### src/rtl/rv_fetch_queue_if.sv
// rv_fetch_queue_if: imem request/response, redirect and decode handshake bundle
interface rv_fetch_queue_if #(
  parameter int XLEN    = 32,
  parameter int MAX_OUT = 2
);
  logic                           imem_req_valid;
  logic                           imem_req_ready;
  logic [XLEN-1:0]                imem_req_addr;
  logic                           imem_rsp_valid;
  logic [31:0]                    imem_rsp_data;
  logic                           redirect_en;
  logic [XLEN-1:0]                redirect_pc;
  logic                           dec_valid;
  logic                           dec_ready;
  logic [31:0]                    dec_ins;
  logic [XLEN-1:0]                dec_pc;
  logic [$clog2(MAX_OUT+1)-1:0]   inflight;
  modport master (
    output imem_req_valid, imem_req_addr, dec_valid, dec_ins, dec_pc, inflight,
    input  imem_req_ready, imem_rsp_valid, imem_rsp_data, redirect_en, redirect_pc, dec_ready
  );
  modport slave (
    input  imem_req_valid, imem_req_addr, dec_valid, dec_ins, dec_pc, inflight,
    output imem_req_ready, imem_rsp_valid, imem_rsp_data, redirect_en, redirect_pc, dec_ready
  );
endinterface

### src/rtl/rv_fetch_queue.sv
// rv_fetch_queue: sequential instruction fetch with outstanding requests, prefetch queue and redirect squash
module rv_fetch_queue #(
  parameter int              XLEN     = 32,
  parameter logic [XLEN-1:0] RESET_PC = '0,
  parameter int              QDEPTH   = 4,
  parameter int              MAX_OUT  = 2
) (
  input  logic             clk,
  input  logic             rst,
  rv_fetch_queue_if.master bus
);
  localparam int AW = $clog2(QDEPTH);
  localparam int CW = AW + 1;
  localparam int IW = $clog2(MAX_OUT + 1);
  logic [XLEN-1:0] fetch_pc, rsp_pc, redir_pc;
  logic [AW-1:0]   rd_ptr, wr_ptr;
  logic [CW-1:0]   q_count;
  logic [IW-1:0]   inflight, drop_cnt;
  logic [31:0]     ins_mem [QDEPTH];
  logic [XLEN-1:0] pc_mem  [QDEPTH];
  logic            fire, push, pop;
  always_comb begin
    redir_pc           = bus.redirect_pc & ~XLEN'(3);
    // squashed requests still hold a slot in inflight but never claim a queue entry
    bus.imem_req_valid = rst & ~bus.redirect_en & (int'(inflight) < MAX_OUT)
                       & (int'(q_count) + int'(inflight) - int'(drop_cnt) < QDEPTH);
    bus.imem_req_addr  = fetch_pc;
    fire               = bus.imem_req_valid & bus.imem_req_ready;
    push               = bus.imem_rsp_valid & ~bus.redirect_en & (drop_cnt == '0);
    bus.dec_valid      = rst & (q_count != '0);
    pop                = bus.dec_valid & bus.dec_ready & ~bus.redirect_en;
    bus.dec_ins        = rst ? ins_mem[rd_ptr] : '0;
    bus.dec_pc         = rst ? pc_mem[rd_ptr] : '0;
    bus.inflight       = inflight;
  end
  always_ff @(posedge clk) begin
    if (!rst) begin
      fetch_pc <= RESET_PC;
      rsp_pc   <= RESET_PC;
      rd_ptr   <= '0;
      wr_ptr   <= '0;
      q_count  <= '0;
      inflight <= '0;
      drop_cnt <= '0;
    end else begin
      inflight <= inflight + IW'(fire) - IW'(bus.imem_rsp_valid);
      if (bus.redirect_en) begin
        fetch_pc <= redir_pc;
        rsp_pc   <= redir_pc;
        rd_ptr   <= '0;
        wr_ptr   <= '0;
        q_count  <= '0;
        drop_cnt <= inflight - IW'(bus.imem_rsp_valid);
      end else begin
        if (fire) fetch_pc <= fetch_pc + XLEN'(4);
        if (push) begin
          wr_ptr <= wr_ptr + AW'(1);
          rsp_pc <= rsp_pc + XLEN'(4);
        end
        if (pop) rd_ptr <= rd_ptr + AW'(1);
        q_count <= q_count + CW'(push) - CW'(pop);
        if (bus.imem_rsp_valid && drop_cnt != '0) drop_cnt <= drop_cnt - IW'(1);
      end
    end
  end
  always_ff @(posedge clk) begin
    if (rst && push) begin
      ins_mem[wr_ptr] <= bus.imem_rsp_data;
      pc_mem[wr_ptr]  <= rsp_pc;
    end
  end
  a_no_overflow: assert property (@(posedge clk) disable iff (!rst)
    !(push && !pop && q_count == CW'(QDEPTH)));
endmodule
### src/flat_wrapper.sv
// flat-port wrapper written by rule: the top's interface ports become plain ports
module rv_fetch_queue_flat 
#(
  parameter int              XLEN     = 32,
  parameter logic [XLEN-1:0] RESET_PC = '0,
  parameter int              QDEPTH   = 4,
  parameter int              MAX_OUT  = 2
)
  (clk, rst, bus_imem_req_valid, bus_imem_req_addr, bus_dec_valid, bus_dec_ins, bus_dec_pc, bus_inflight, bus_imem_req_ready, bus_imem_rsp_valid, bus_imem_rsp_data, bus_redirect_en, bus_redirect_pc, bus_dec_ready);
  rv_fetch_queue_if #(.XLEN(XLEN), .MAX_OUT(MAX_OUT)) bus_i ();
  input  logic clk;
  input  logic rst;
  output wire logic [$bits(bus_i.imem_req_valid)-1:0] bus_imem_req_valid;
  output wire logic [$bits(bus_i.imem_req_addr)-1:0] bus_imem_req_addr;
  output wire logic [$bits(bus_i.dec_valid)-1:0] bus_dec_valid;
  output wire logic [$bits(bus_i.dec_ins)-1:0] bus_dec_ins;
  output wire logic [$bits(bus_i.dec_pc)-1:0] bus_dec_pc;
  output wire logic [$bits(bus_i.inflight)-1:0] bus_inflight;
  input wire logic [$bits(bus_i.imem_req_ready)-1:0] bus_imem_req_ready;
  input wire logic [$bits(bus_i.imem_rsp_valid)-1:0] bus_imem_rsp_valid;
  input wire logic [$bits(bus_i.imem_rsp_data)-1:0] bus_imem_rsp_data;
  input wire logic [$bits(bus_i.redirect_en)-1:0] bus_redirect_en;
  input wire logic [$bits(bus_i.redirect_pc)-1:0] bus_redirect_pc;
  input wire logic [$bits(bus_i.dec_ready)-1:0] bus_dec_ready;
  assign bus_imem_req_valid = bus_i.imem_req_valid;
  assign bus_imem_req_addr = bus_i.imem_req_addr;
  assign bus_dec_valid = bus_i.dec_valid;
  assign bus_dec_ins = bus_i.dec_ins;
  assign bus_dec_pc = bus_i.dec_pc;
  assign bus_inflight = bus_i.inflight;
  assign bus_i.imem_req_ready = bus_imem_req_ready;
  assign bus_i.imem_rsp_valid = bus_imem_rsp_valid;
  assign bus_i.imem_rsp_data = bus_imem_rsp_data;
  assign bus_i.redirect_en = bus_redirect_en;
  assign bus_i.redirect_pc = bus_redirect_pc;
  assign bus_i.dec_ready = bus_dec_ready;
  rv_fetch_queue #(.XLEN(XLEN), .RESET_PC(RESET_PC), .QDEPTH(QDEPTH), .MAX_OUT(MAX_OUT)) u_core (.clk(clk), .rst(rst), .bus(bus_i));
endmodule
### config.mk
export PLATFORM = sky130hd
export DESIGN_NAME = rv_fetch_queue_flat
export DESIGN_NICKNAME = d
export VERILOG_FILES = /design/src/rtl/rv_fetch_queue_if.sv /design/src/rtl/rv_fetch_queue.sv /design/src/flat_wrapper.sv
export SDC_FILE = /design/constraint.sdc
export NUM_CORES = 1
export LEC_CHECK = 0
export ABC_AREA = 1
export CAP_MARGIN = 20
export CORE_MARGIN = 8
export CORE_UTILIZATION = 56
export CTS_CLUSTER_DIAMETER = 40
export DETAILED_ROUTE_END_ITERATION = 6
export GPL_ROUTABILITY_DRIVEN = 0
export PLACE_DENSITY = 0.92
export RECOVER_POWER = 25
export SYNTH_ARGS = -nofsm -noshare
export SYNTH_HDL_FRONTEND = slang
export SYNTH_SLANG_ARGS = --single-unit
### constraint.sdc
create_clock -name clk -period 4.7 [get_ports clk]
set_clock_uncertainty 0.1 [all_clocks]
set_input_delay 0.47 -clock clk [delete_from_list [all_inputs] [get_ports clk]]
set_output_delay 0.47 -clock clk [all_outputs]
set_load 0.01 [all_outputs]
; Word-level counts from Yosys, hierarchy flattened
; Memory sizes are Yosys's and may differ from the RTL's. A register that Yosys moved wholly into a read port is not among the register bits.
; Cells that the tools add are included.
[totals]
ram_bits = 256
mem_count = 2
ff_bits = 75
wordCells = 59
inputBits = 70
out_inout_bits = 100
[mem_list]
columns = name, depth, word_bits, read_ports, rd_ports_with_merged_regs, wr, line
row1 = u_core.ins_mem, 4, 32, 1, 1, 1, rv_fetch_queue.sv:19  ; logic [31:0] ins_mem [QDEPTH];
row2 = u_core.pc_mem, 4, 32, 1, 1, 1, rv_fetch_queue.sv:20  ; logic [XLEN-1:0] pc_mem [QDEPTH];
[classes]
bitwise_logic = 11
mux = 14
reduce_logical = 9
addsub = 12
magnitude_cmp = 2
[ops]
columns = op, n
row1 = 32-bit 2-to-1 mux, 6
row2 = 32-bit by 3-bit adder with 32-bit output (second input constant), 2
row3 = 32-bit by 4-bit < comparator with 1-bit output (second input constant), 1
row4 = 32-bit by 3-bit subtractor with 32-bit output, 1
row5 = 2-bit 2-to-1 mux, 6
row6 = 1-bit bitwise AND, 9
row7 = 2-bit nonzero test, 4
row8 = 2-bit by 1-bit adder with 2-bit output (second input constant), 2
row9 = 3-bit by 2-bit adder with 4-bit output, 1
row10 = 2-bit by 1-bit subtractor with 2-bit output, 2
row11 = 3-bit by 1-bit adder with 3-bit output, 1
row12 = 3-bit nonzero test, 1
row13 = 3-bit by 1-bit subtractor with 3-bit output, 1
row14 = 2-bit by 1-bit adder with 2-bit output, 1
row15 = 1-bit logical AND, 2
row16 = 2-bit zero test, 1
row17 = 2-bit < comparator (second input constant), 1
row18 = 1-bit 2-to-1 mux, 2
row19 = 1-bit inverter, 2
row20 = 2-bit OR reduction, 1
row21 = 2-bit by 1-bit subtractor with 2-bit output (second input constant), 1

; Longest topological paths before layout
[depth]
ltp_word = 7
ltp_mapped = 16
ltp_nobuf = 15

; Worst setup path before layout
; OpenSTA, ideal clock, no wires.
[synth_path]
kind = in2reg
startpoint = input port rst
endpoint = memory u_core.ins_mem[0][0], enable pin
setup_time_ns = 0.482
stages = 7
t_arrival_ns = 3.763
setup_slack_ns = 0.355
cell_sequence = buf_4 -> inv_2 -> nor2_8 -> inv_2 -> nor2_1 -> inv_1 -> nor2_1
[synth_via]
elab_chain_len = 3
[synth_rtl]
columns = element, line
row1 = from (decl), flat_wrapper.sv:12  ; input logic rst;
row2 = 1-bit logical AND, rv_fetch_queue.sv:67  ; if (rst && push) begin
row3 = 1-bit 2-to-1 mux, rv_fetch_queue.sv:67
row4 = 1-bit 2-to-1 mux (implied by the code), rv_fetch_queue.sv:68  ; ins_mem[wr_ptr] <= bus.imem_rsp_data;
row5 = to (decl), rv_fetch_queue.sv:19
; Every way passes these cells.

==> parameters.txt <==
Parameter                              Value

Logic synthesis
  Ranking of synthesized cells by instance count    sky130_fd_sc_hd__nor2_1 (358), sky130_fd_sc_hd__nand2_1 (278), sky130_fd_sc_hd__edfxtp_1 (248)
  Post-synth top flop    sky130_fd_sc_hd__edfxtp_1
  Post-Syn Instances    approximately 1,600
  Dominant cell type by area after synthesis    sky130_fd_sc_hd__edfxtp_1
  Synth warn    0
  Synth area leaders    sky130_fd_sc_hd__edfxtp_1 (50%), sky130_fd_sc_hd__dfxtp_1 (9.9%), sky130_fd_sc_hd__nor2_1 (9.1%)
  Post-Synthesis Cell Area    14,770 µm²
  Syn avg cell area    just over 9 µm²
  Number of library cell types mapped by synthesis    42
  Sequential share of the synthesized area    between 60% and 70%
  Count of flip-flops with a built-in enable after synthesis    ~250
  Fraction of synthesized cell area taken by the top area cell type    between 50% and 60%
  Count leader, synth    sky130_fd_sc_hd__nor2_1
  Async S/R FF share, synth    0%
  Synth Register Bits    ~320

Timing
  Slew @ Worst Pin    roughly 1100 ps
  Worst-case headroom to the max-slew limit    between 20% and 30%
  Final period demand of the worst path    approximately 3800 ps
  Final-layout worst hold slack    between 300 and 400 ps
  Final period util    just over 80%
  Setup TNS after final layout    0 ps
  Final setup violation count    0
  Number of endpoints with negative hold slack in the final report    0
  Unrepaired setup endpoints after global routing    false
  Maximum achievable frequency    ~260 MHz
  Total count of max-transition violations in the final report    0

Detailed routing
  Total via count in the routed design    roughly 12,000
  Drt wl/cell    18.66 µm
  Detailed-route DRC error count    0
  DRT antenna net count    0
  Number of DRC markers in iteration 0    approximately 1,400
  DR vias/cell    5.834
  First-pass detailed-route iteration total    6
  Post-detailed-routing wire length    39,220 µm

Setup path
  Category of cells accounting for the largest share of critical-path delay    buffers and inverters
  Crit path top cell by count    sky130_fd_sc_hd__nor2_1
  Crit path buffers/inverters    2
  Required time worst endpoint    a little over 4000 ps
  Critical Setup Path Class    reg -> out
  Slowest stage cell on the critical path    sky130_fd_sc_hd__buf_4
  Kind of start point of the critical path    flip-flop
  Maximum single-stage delay on the critical path    around 810 ps
  CP Max Fanout    90
  Worst Path Arrival    3270 ps
  Kind of end point of the critical path    output port
  Cells along the critical path    buf_4, nor2_1, nor2_1, o21ai_0, a21oi_1, clkdlybuf4s50_1

Placed design
  IO Port Bufs    roughly 160
  Placed Cells incl. Taps    slightly above 2,000
  Post-detailed-placement half-perimeter wirelength    between 20,000 and 25,000 µm
  Area after DPL    roughly 17,000 µm²

Power and ir drop
  VDD IR-drop max    about 0.36 mV
  Power density normalized to cell area    381.1 nW/µm²
  LEAKAGE    roughly 6.5 nW

Clock tree
  Master cell of the clock root buffer    sky130_fd_sc_hd__clkbuf_16
  CTS-repair resized insts    0
  Source-to-sink clock delay at the later pin of the worst-skew pair    approximately 530 ps
  Number of post-CTS setup repair buffers    0
  Clock tree sinks    ~320
  Max clock buf depth    3
  Hold buffer count at cts    0
  Clock tree from TritonCTS    done
  Number of CTS-inserted buffers    38
  Post-CTS clock slew at the launch and capture registers of the worst setup and hold paths    roughly 60 ps
  H-tree levels    2

Global route
  Global-route wire length before repair    around 60,000 µm
  Largest net degree at the start of global routing    a little over 90
  Total Routing Usage GR    between 20% and 30%
  Congestion Overflow GR    0
  Number of global-route vias before repair    about 12,000
  Number of antenna violations at the first check in global routing    3

Final layout
  Design area    around 18,000 µm²
  Nets@finish    ~1,800
  End-of-flow core utilization    between 60% and 70%
  Post-layout instance count excluding filler cells    between 2,000 and 2,500
  Area of combinational cells with multiple inputs    about 5200 µm²
  Layout cells sized above 1    7.317%
  Number of fill cells in the layout    between 1,500 and 2,000
  Sequential cell area in the final layout    between 8000 and 9000 µm²
  Layout overhead on the synthesized area    21.75%

Floorplan
  Site Rows    about 60
  Chip Height    178.4 µm
  Effective utilization at floorplan    roughly 57%
  Chip width    178.4 µm
  I/O pin count    170
  Core region area    ~26,000 µm²
  Die area    around 32,000 µm²

Job
  # Max-Cap Violations    0

Run status
  Result of the run    complete, no violations

Worst hold path
  Worst min-delay path category    reg -> reg
[tightest hold or removal path: cells and delay by family (launching register included)]
family / cells / cell delay, ps
buffers and inverters: 1 / 60
DFF: 1 / 300
AOI/OAI and AO/OA: 1 / 70
[power breakdown]
| group | switching, mW | total, mW | internal, mW |
|---|---|---|---|
| registers | 0.0895 | 3.22 | 3.13 |
| logic | 0.326 | 0.562 | 0.236 |
| clock network | 1.18 | 3.07 | 1.89 |
[per-stage QoR]
stage	worst slack [ps]	total power, mW
global placement	1216	3.798
global route	716.5	7.054
finish	862.4	6.852
CTS	860.5	6.868
floorplan	355.0	3.564
detailed placement	1237	3.826
[routing by layer]
layer	share of wire [%]	up-vias	track usage [%]
met5	0.059	-	0
met1	38	5745	29.87
li1	-	5650	-
met2	47	750	39.22
met3	11	114	5.334
met4	3.4	4	9.404
[cell usage in the layout, fill, tap and decap left out, types with 4 or more instances in the layout]
cell and instances:
sky130_fd_sc_hd__clkinv_1 4, sky130_fd_sc_hd__clkbuf_16 39, sky130_fd_sc_hd__buf_12 4, sky130_fd_sc_hd__buf_4 9, sky130_fd_sc_hd__nor2_2 6, sky130_fd_sc_hd__dlygate4sd3_1 24, sky130_fd_sc_hd__a21oi_1 106, sky130_fd_sc_hd__nand3_1 64
sky130_fd_sc_hd__xor2_1 19, sky130_fd_sc_hd__nor2_4 9, sky130_fd_sc_hd__nor3_1 14, sky130_fd_sc_hd__nand2_2 4, sky130_fd_sc_hd__bufinv_16 6, sky130_fd_sc_hd__diode_2 4, sky130_fd_sc_hd__dfxtp_1 71, sky130_fd_sc_hd__inv_2 16
sky130_fd_sc_hd__conb_1 4, sky130_fd_sc_hd__clkbuf_1 7, sky130_fd_sc_hd__ha_1 15, sky130_fd_sc_hd__o21ai_1 19, sky130_fd_sc_hd__clkdlybuf4s50_1 138, sky130_fd_sc_hd__o21ai_0 150, sky130_fd_sc_hd__nand2_1 278, sky130_fd_sc_hd__nand3b_1 8
sky130_fd_sc_hd__inv_1 83, sky130_fd_sc_hd__a31oi_1 9, sky130_fd_sc_hd__edfxtp_1 248, sky130_fd_sc_hd__nor2_1 354, sky130_fd_sc_hd__nand4_1 6
[kinds of logic after synthesis]
group,synth area share (%)
and+or+nand+nor,21.33
DFF,60.33
AOI/OAI and AO/OA,10.47
buffers and inverters,5.058
xor gates and xnor gates,1.246
adders and majority gates,1.542
other,0.02540
[worst paths after layout]
kind / from / endpoint / slack (ps) / cells after the start
max reg2reg: u_core.bus.inflight[0] / u_core.bus.imem_req_addr[18] / 1370 / 15
min: u_core.rd_ptr[1] / flip-flop / 370 / 2
min reg2reg: u_core.rd_ptr[1] / flip-flop / 370 / 2
max: flip-flop / bus_dec_ins[12] / 860 / 6
[state kept, by name, summed over array words and instances, names as in the netlist, named ones only]
register and count:
u_core.bus.inflight 2, u_core.pc_mem 120, u_core.rd_ptr 2, u_core.rsp_pc 30
u_core.drop_cnt 2, u_core.ins_mem 128, u_core.bus.imem_req_addr 30, u_core.q_count 3
u_core.wr_ptr 2
[final cells by class]
cell class / count / area share (%)
Antenna cell: 4 / 0.05568
Clock buffer: 47 / 5.651
Clock inverter: 23 / 1.761
Inverter: 100 / 2.095
Multi-Input combinational cell: 1096 / 28.66
Sequential cell: 321 / 49.58
Tap cell: 335 / 2.331
Timing Repair Buffer: 176 / 9.868
No activity file was read; power rests on OpenSTA's default activity.
==> variant 1: new RTL, config.mk and constraints unchanged <==
Make the reset (`rst`) asynchronous in one clocked block.
--- a/src/rtl/rv_fetch_queue.sv
+++ b/src/rtl/rv_fetch_queue.sv
@@ -33,7 +33,7 @@
     bus.dec_pc         = rst ? pc_mem[rd_ptr] : '0;
     bus.inflight       = inflight;
   end
-  always_ff @(posedge clk) begin
+  always_ff @(posedge clk or negedge rst) begin
     if (!rst) begin
       fetch_pc <= RESET_PC;
       rsp_pc   <= RESET_PC;
Formal check against the unedited RTL: differs if rst is asserted again (counterexample within 4 cycles, from zero or initial values and one cycle with rst low); with rst held inactive, the same outputs for 4 cycles.
==> variant 1 against the original RTL <==
Largest cell class unchanged; synthesized area rose by 1.2%; setup slack got worse by 0.24 ns; final area rose by 0.66%; wire length rose by 3.0%; highest routed layer is now met4; sequential cell count fell by 2.
Power is not compared: it rests on default switching activity, and its combinational part moved more than twofold at a synthesized area within 25%.
==> variant 1: results (changes against the original RTL) <==
| Metric | Value |
|---|---|
| Invs w/o clock | 92 (-8.0%) |
| Multi-input gate count | 1090 (-0.55%) |
| DP Area | 16800 um2 (+1.1%) |
| Outcome | complete, no violations |
| FF-to-FF Start | u_core.bus.inflight[0]$_DFF_PN0_ |
| Hold_buf cts | 1 (+1) |
| Met3 wire length | 4.67 mm (+9.9%) |
| Post-synthesis sequential area ratio | 0.617 (+0.0142) |
| Plain + repair buffers | 177 (+0.57%) |
| Placed cells | 2012 (-0.79%) |
| Top cells by area in the synthesized netlist | edfxtp_1, dfrtp_1, nand2_1 |
| Post-synthesis register bit count | 319 (-0.62%) |
| Die area | 32200 um2 (+1.1%) |
| Worst-Margin Slew | 0.929 ns (-0.137 ns) |
| Max layer used | met4 |
| FF-to-FF setup slack | 1.47 ns (+0.10 ns) |
| Worst path slowest cell | dfrtp_4 |
| First-pass GRT wire length | 62.4 mm (+4.3%) |
| Place WS | 1.34 ns (+0.101 ns) |
| Metal1 wirelength | 14.8 mm (-1.6%) |
| Iter 0 DRT Violations | 1427 (+2.1%) |
| Via count | 12200 (-0.19%) |
| Nets@finish | 1805 (-0.82%) |
| Layout non-clock buf frac | 0.0990 (+0.000320) |
| Post-synthesis cell type count | 43 (+2.4%) |
| Critical path arrival | 3.51 ns (+0.24 ns) |
| Largest net degree at the start of global routing | 81 (-11%) |
| Hold_sp | u_core.drop_cnt[1]$_DFFE_PN0P_ |
| Met2 Use GR | 0.427 (+0.0350) |
| Worst R2R End | u_core.bus.imem_req_addr[25]$_DFFE_PN0P_ |
| R2R depth | 13 (-2) |
| Seq area share | 0.510 (+0.0142) |
| Slowest stage delay, CP | 0.83 ns (+0.02 ns) |
| # diodes | 1 (-3) |
variant 1: cell types whose count changed after synthesis, sizes merged, moves of 21 or more:
cell   delta
dfxtp    -73
dfrtp    +71
nand2    +67
a21oi    -38
o21ai    -22
nand3    +21
variant 1: cells by family after synthesis:
logic type,after synthesis,synth area share
xor gates and xnor gates,23,0.0135
adders and majority gates,17,0.0152
other,1,0.000251
DFF,319,0.617
buffers and inverters,167,0.0472
AOI/OAI and AO/OA,242,0.0847
and+or+nand+nor,804,0.222
variant 1: tightest hold or removal path: cells and delay by family, from the launching register on:
family | cells | cell delay [ns]
AO/OA/AOI/OAI | 1 | 0.08
flip-flops | 1 | 0.34
AND/OR/NAND/NOR | 1 | 0.06
variant 1: power by group through the flow:
stage	clock, mW	sequential [mW]	combinational, mW
6_report	2.89	3.62	1.47
5_1_grt	3.03	3.64	1.62
4_1_cts	2.91	3.61	1.46
3_5_place_dp	0	3.65	1.44
3_3_place_gp	0	3.64	1.37
2_1_floorplan	0	3.57	0.878
variant 1: how the worst max path moves through the flow:
stage	startpoint	end	slack (ns)	cells past startpoint
finish	u_core.rd_ptr[0]$_DFFE_PN0P_	bus_dec_pc[20]	0.62	6
global route	u_core.rd_ptr[0]$_DFFE_PN0P_	bus_dec_ins[12]	0.55	6
CTS	u_core.rd_ptr[0]$_DFFE_PN0P_	bus_dec_pc[20]	0.68	6
detailed placement	u_core.rd_ptr[0]$_DFFE_PN0P_	bus_dec_ins[26]	1.34	5
global placement	u_core.rd_ptr[0]$_DFFE_PN0P_	bus_dec_pc[6]	1.43	5
floorplan	u_core.drop_cnt[0]$_DFFE_PN0P_	u_core.ins_mem[0][0]$_DFFE_PP_	0.46	6
==> variant 2: new RTL, config.mk and constraints unchanged <==
Without the edit above. `XLEN` is set to 32 in 3 places; all go to 64.
--- a/src/rtl/rv_fetch_queue_if.sv
+++ b/src/rtl/rv_fetch_queue_if.sv
@@ -1,6 +1,6 @@
 // rv_fetch_queue_if: imem request/response, redirect and decode handshake bundle
 interface rv_fetch_queue_if #(
-  parameter int XLEN    = 32,
+  parameter int XLEN    = 64,
   parameter int MAX_OUT = 2
 );
   logic                           imem_req_valid;
--- a/src/rtl/rv_fetch_queue.sv
+++ b/src/rtl/rv_fetch_queue.sv
@@ -1,6 +1,6 @@
 // rv_fetch_queue: sequential instruction fetch with outstanding requests, prefetch queue and redirect squash
 module rv_fetch_queue #(
-  parameter int              XLEN     = 32,
+  parameter int              XLEN     = 64,
   parameter logic [XLEN-1:0] RESET_PC = '0,
   parameter int              QDEPTH   = 4,
   parameter int              MAX_OUT  = 2
--- a/src/flat_wrapper.sv
+++ b/src/flat_wrapper.sv
@@ -1,7 +1,7 @@
 // flat-port wrapper written by rule: the top's interface ports become plain ports
 module rv_fetch_queue_flat 
 #(
-  parameter int              XLEN     = 32,
+  parameter int              XLEN     = 64,
   parameter logic [XLEN-1:0] RESET_PC = '0,
   parameter int              QDEPTH   = 4,
   parameter int              MAX_OUT  = 2
Ports: changed (resized bus_dec_pc, bus_imem_req_addr and bus_redirect_pc); port bits go from 170 to 266. No check against the original RTL was run, so the function may have changed too.
==> variant 2 against the original RTL <==
The flow now finishes with violations (design-rule violations); fmax is 5.5% lower; wire length is 90% higher; setup slack worse by 0.22 ns; hold slack worse by 0.16 ns; clock power is 59% higher; register-to-register slack worse by 0.63 ns; power is 59% higher; cell count is 75% higher; final area is 66% higher; non-clock buffer count is 109 higher; sequential cell count is 192 higher; synthesized area is 65% higher; critical endpoint is now bus_dec_pc[15].
==> variant 2: results (changes against the original RTL) <==
| Metric | Value |
|---|---|
| Failing checks | design-rule violations |
| Vias in the first global route | 21400 (+84%) |
| Initial Util | 0.567 (-0.00101) |
| Worst path slowest cell | dfxtp_4 |
| Worst setup path end | bus_dec_pc[15] |
| Worst R2R End | u_core.bus.inflight[1]$_SDFF_PN0_ |
| H-tree depth | 3 (+1) |
| DP Area | 27600 um2 (+66%) |
| Via count | 21900 (+79%) |
| Biggest regs | u_core.pc_mem (248), u_core.ins_mem (128) |
| CTS resizes | 0 (unchanged) |
| Fill cells | 2925 (+65%) |
| Worst-Margin Slew | 1.07 ns (+0.00670 ns) |
| Leakage Power | 10.5 nW (+63%) |
| Synth Warn # | 0 (unchanged) |
| Outcome | complete, but fails checks |
| Post-CTS setup buffers | 0 (unchanged) |
| Initial antenna violation count | 0 (-3) |
| Post-synthesis sequential area ratio | 0.574 (-0.0290) |
| Critical Path Fanout Max | 51 (-43%) |
| FF-to-FF Start | u_core.bus.inflight[0]$_SDFF_PN0_ |
| Hold Crit Class | in2reg |
| Most common library cells after synthesis | nor2_1, nand2_1, edfxtp_1 |
| FF-to-FF setup slack | 0.74 ns (-0.63 ns) |
| Final WL | 74.7 mm (+90%) |
| Place WS | 0.849 ns (-0.388 ns) |
| Hold Path Stages | 4 (+2) |
| Total GRT Usage | 0.286 (+0.0494) |
| Largest net degree at the start of global routing | 189 (+110%) |
| First-pass GRT wire length | 114 mm (+90%) |
| Critical path arrival | 3.49 ns (+0.22 ns) |
| R2R depth | 14 (-1) |
| Nets@finish | 3162 (+74%) |
| VDD IR max | 0.258 mV (-28%) |
| Skew-Pair Late Insertion Delay | 0.58 ns (+0.05 ns) |
| Minimum clock period | 4.06 ns (+0.223 ns) |
| DRT Pass-1 Iters | 7 (+1) |
| CTS buffer count | 66 (+74%) |
| Iter 0 DRT Violations | 3849 (+180%) |
| Slowest stage delay, CP | 0.72 ns (-0.09 ns) |
| Number of synthesized flops with an enable pin | 376 (+52%) |
| Detail Placement HPWL | 48.8 mm (+100%) |
| Switching Power | 2.63 mW (+65%) |
| Top cells by area in the synthesized netlist | edfxtp_1, dfxtp_1, nor2_1 |
| Post-synthesis cell type count | 43 (+2.4%) |
| Port-buffer cells | 259 (+59%) |
| Maximum clock path buffer count | 3 (unchanged) |
| # DRC | 65 (+65) |
| Share of layout cells above drive strength 1 | 0.0640 (-0.00918) |
==> variant 2: cell types whose count changed in the layout (fill, tap and decap cells not counted), moves of 28 or more <==
cell / before / now
nand2_1: 278 / 573
edfxtp_1: 248 / 376
inv_1: 83 / 163
xnor2_1: 2 / 30
nand3_1: 64 / 106
nor2_1: 354 / 636
clkbuf_16: 39 / 69
dfxtp_1: 71 / 135
a21oi_1: 106 / 180
o21ai_0: 150 / 255
clkdlybuf4s50_1: 138 / 226
==> variant 2: per-layer routing <==
metal | track usage | routed length (um)
met1 | 0.359 | 26400
met2 | 0.465 | 34200
met3 | 0.0682 | 10100
met4 | 0.138 | 3980
met5 | 0 | 0
==> variant 2: layout make-up <==
cell class,count,area (um2),share of cell area
Sequential cell,513,14000,0.472
Multi-Input combinational cell,2003,9260,0.311
Timing Repair Buffer,285,2930,0.0986
Clock buffer,83,1780,0.0598
Tap cell,585,732,0.0246
Inverter,174,661,0.0222
Clock inverter,36,348,0.0117
Antenna cell,1,2.50,0.0000841
==> variant 2: power by group through the flow <==
stage,Clock (mW),Sequential (mW),Combinational (mW)
3_3_place_gp,0,5.23,0.820
3_5_place_dp,0,5.24,0.850
4_1_cts,4.89,5.15,0.860
2_1_floorplan,0,5.20,0.431
6_report,4.87,5.16,0.870
5_1_grt,5.07,5.17,0.939
==> variant 2: worst min-delay path by stage <==
stage / startpoint / end
2_1_floorplan: u_core.rd_ptr[1]$_SDFFE_PP0P_ / register
3_3_place_gp: u_core.rd_ptr[1]$_SDFFE_PP0P_ / register
3_5_place_dp: u_core.rd_ptr[1]$_SDFFE_PP0P_ / register
4_1_cts: bus_redirect_en / u_core.q_count[0]$_SDFF_PP0_
5_1_grt: bus_redirect_en / u_core.q_count[0]$_SDFF_PP0_
6_report: bus_redirect_en / u_core.q_count[0]$_SDFF_PP0_
==> variant 2: worst max-delay path: cells and delay by family, from the launching register on <==
kind / cells / cell delay, ns
and+or+nand+nor: 1 / 0.16
DFF: 1 / 0.72
buffers and inverters: 3 / 1.55
AOI/OAI and AO/OA: 2 / 0.44
==> variant 2: logic make-up after synthesis <==
family,count (synthesis),synth area share
adders and majority gates,17,0.00932
AOI/OAI and AO/OA,492,0.104
buffers and inverters,298,0.0483
and+or+nand+nor,1423,0.240
other,1,0.000153
xor gates and xnor gates,67,0.0240
DFF,513,0.574
==> variant 2: per-stage QoR <==
stage / TNS [ns] / utilization / instances / hold slack (ns) / power (mW)
after global placement: 0 / 0.641 / 3560 / 0.340 / 6.05
after global routing: 0 / 0.691 / 3679 / 0.208 / 11.2
after detailed placement: 0 / 0.641 / 3560 / 0.351 / 6.09
after CTS: 0 / 0.691 / 3679 / 0.194 / 10.9
final: 0 / 0.691 / 3680 / 0.211 / 10.9
after floorplan: -371.44 / - / 2814 / 0.336 / 5.63
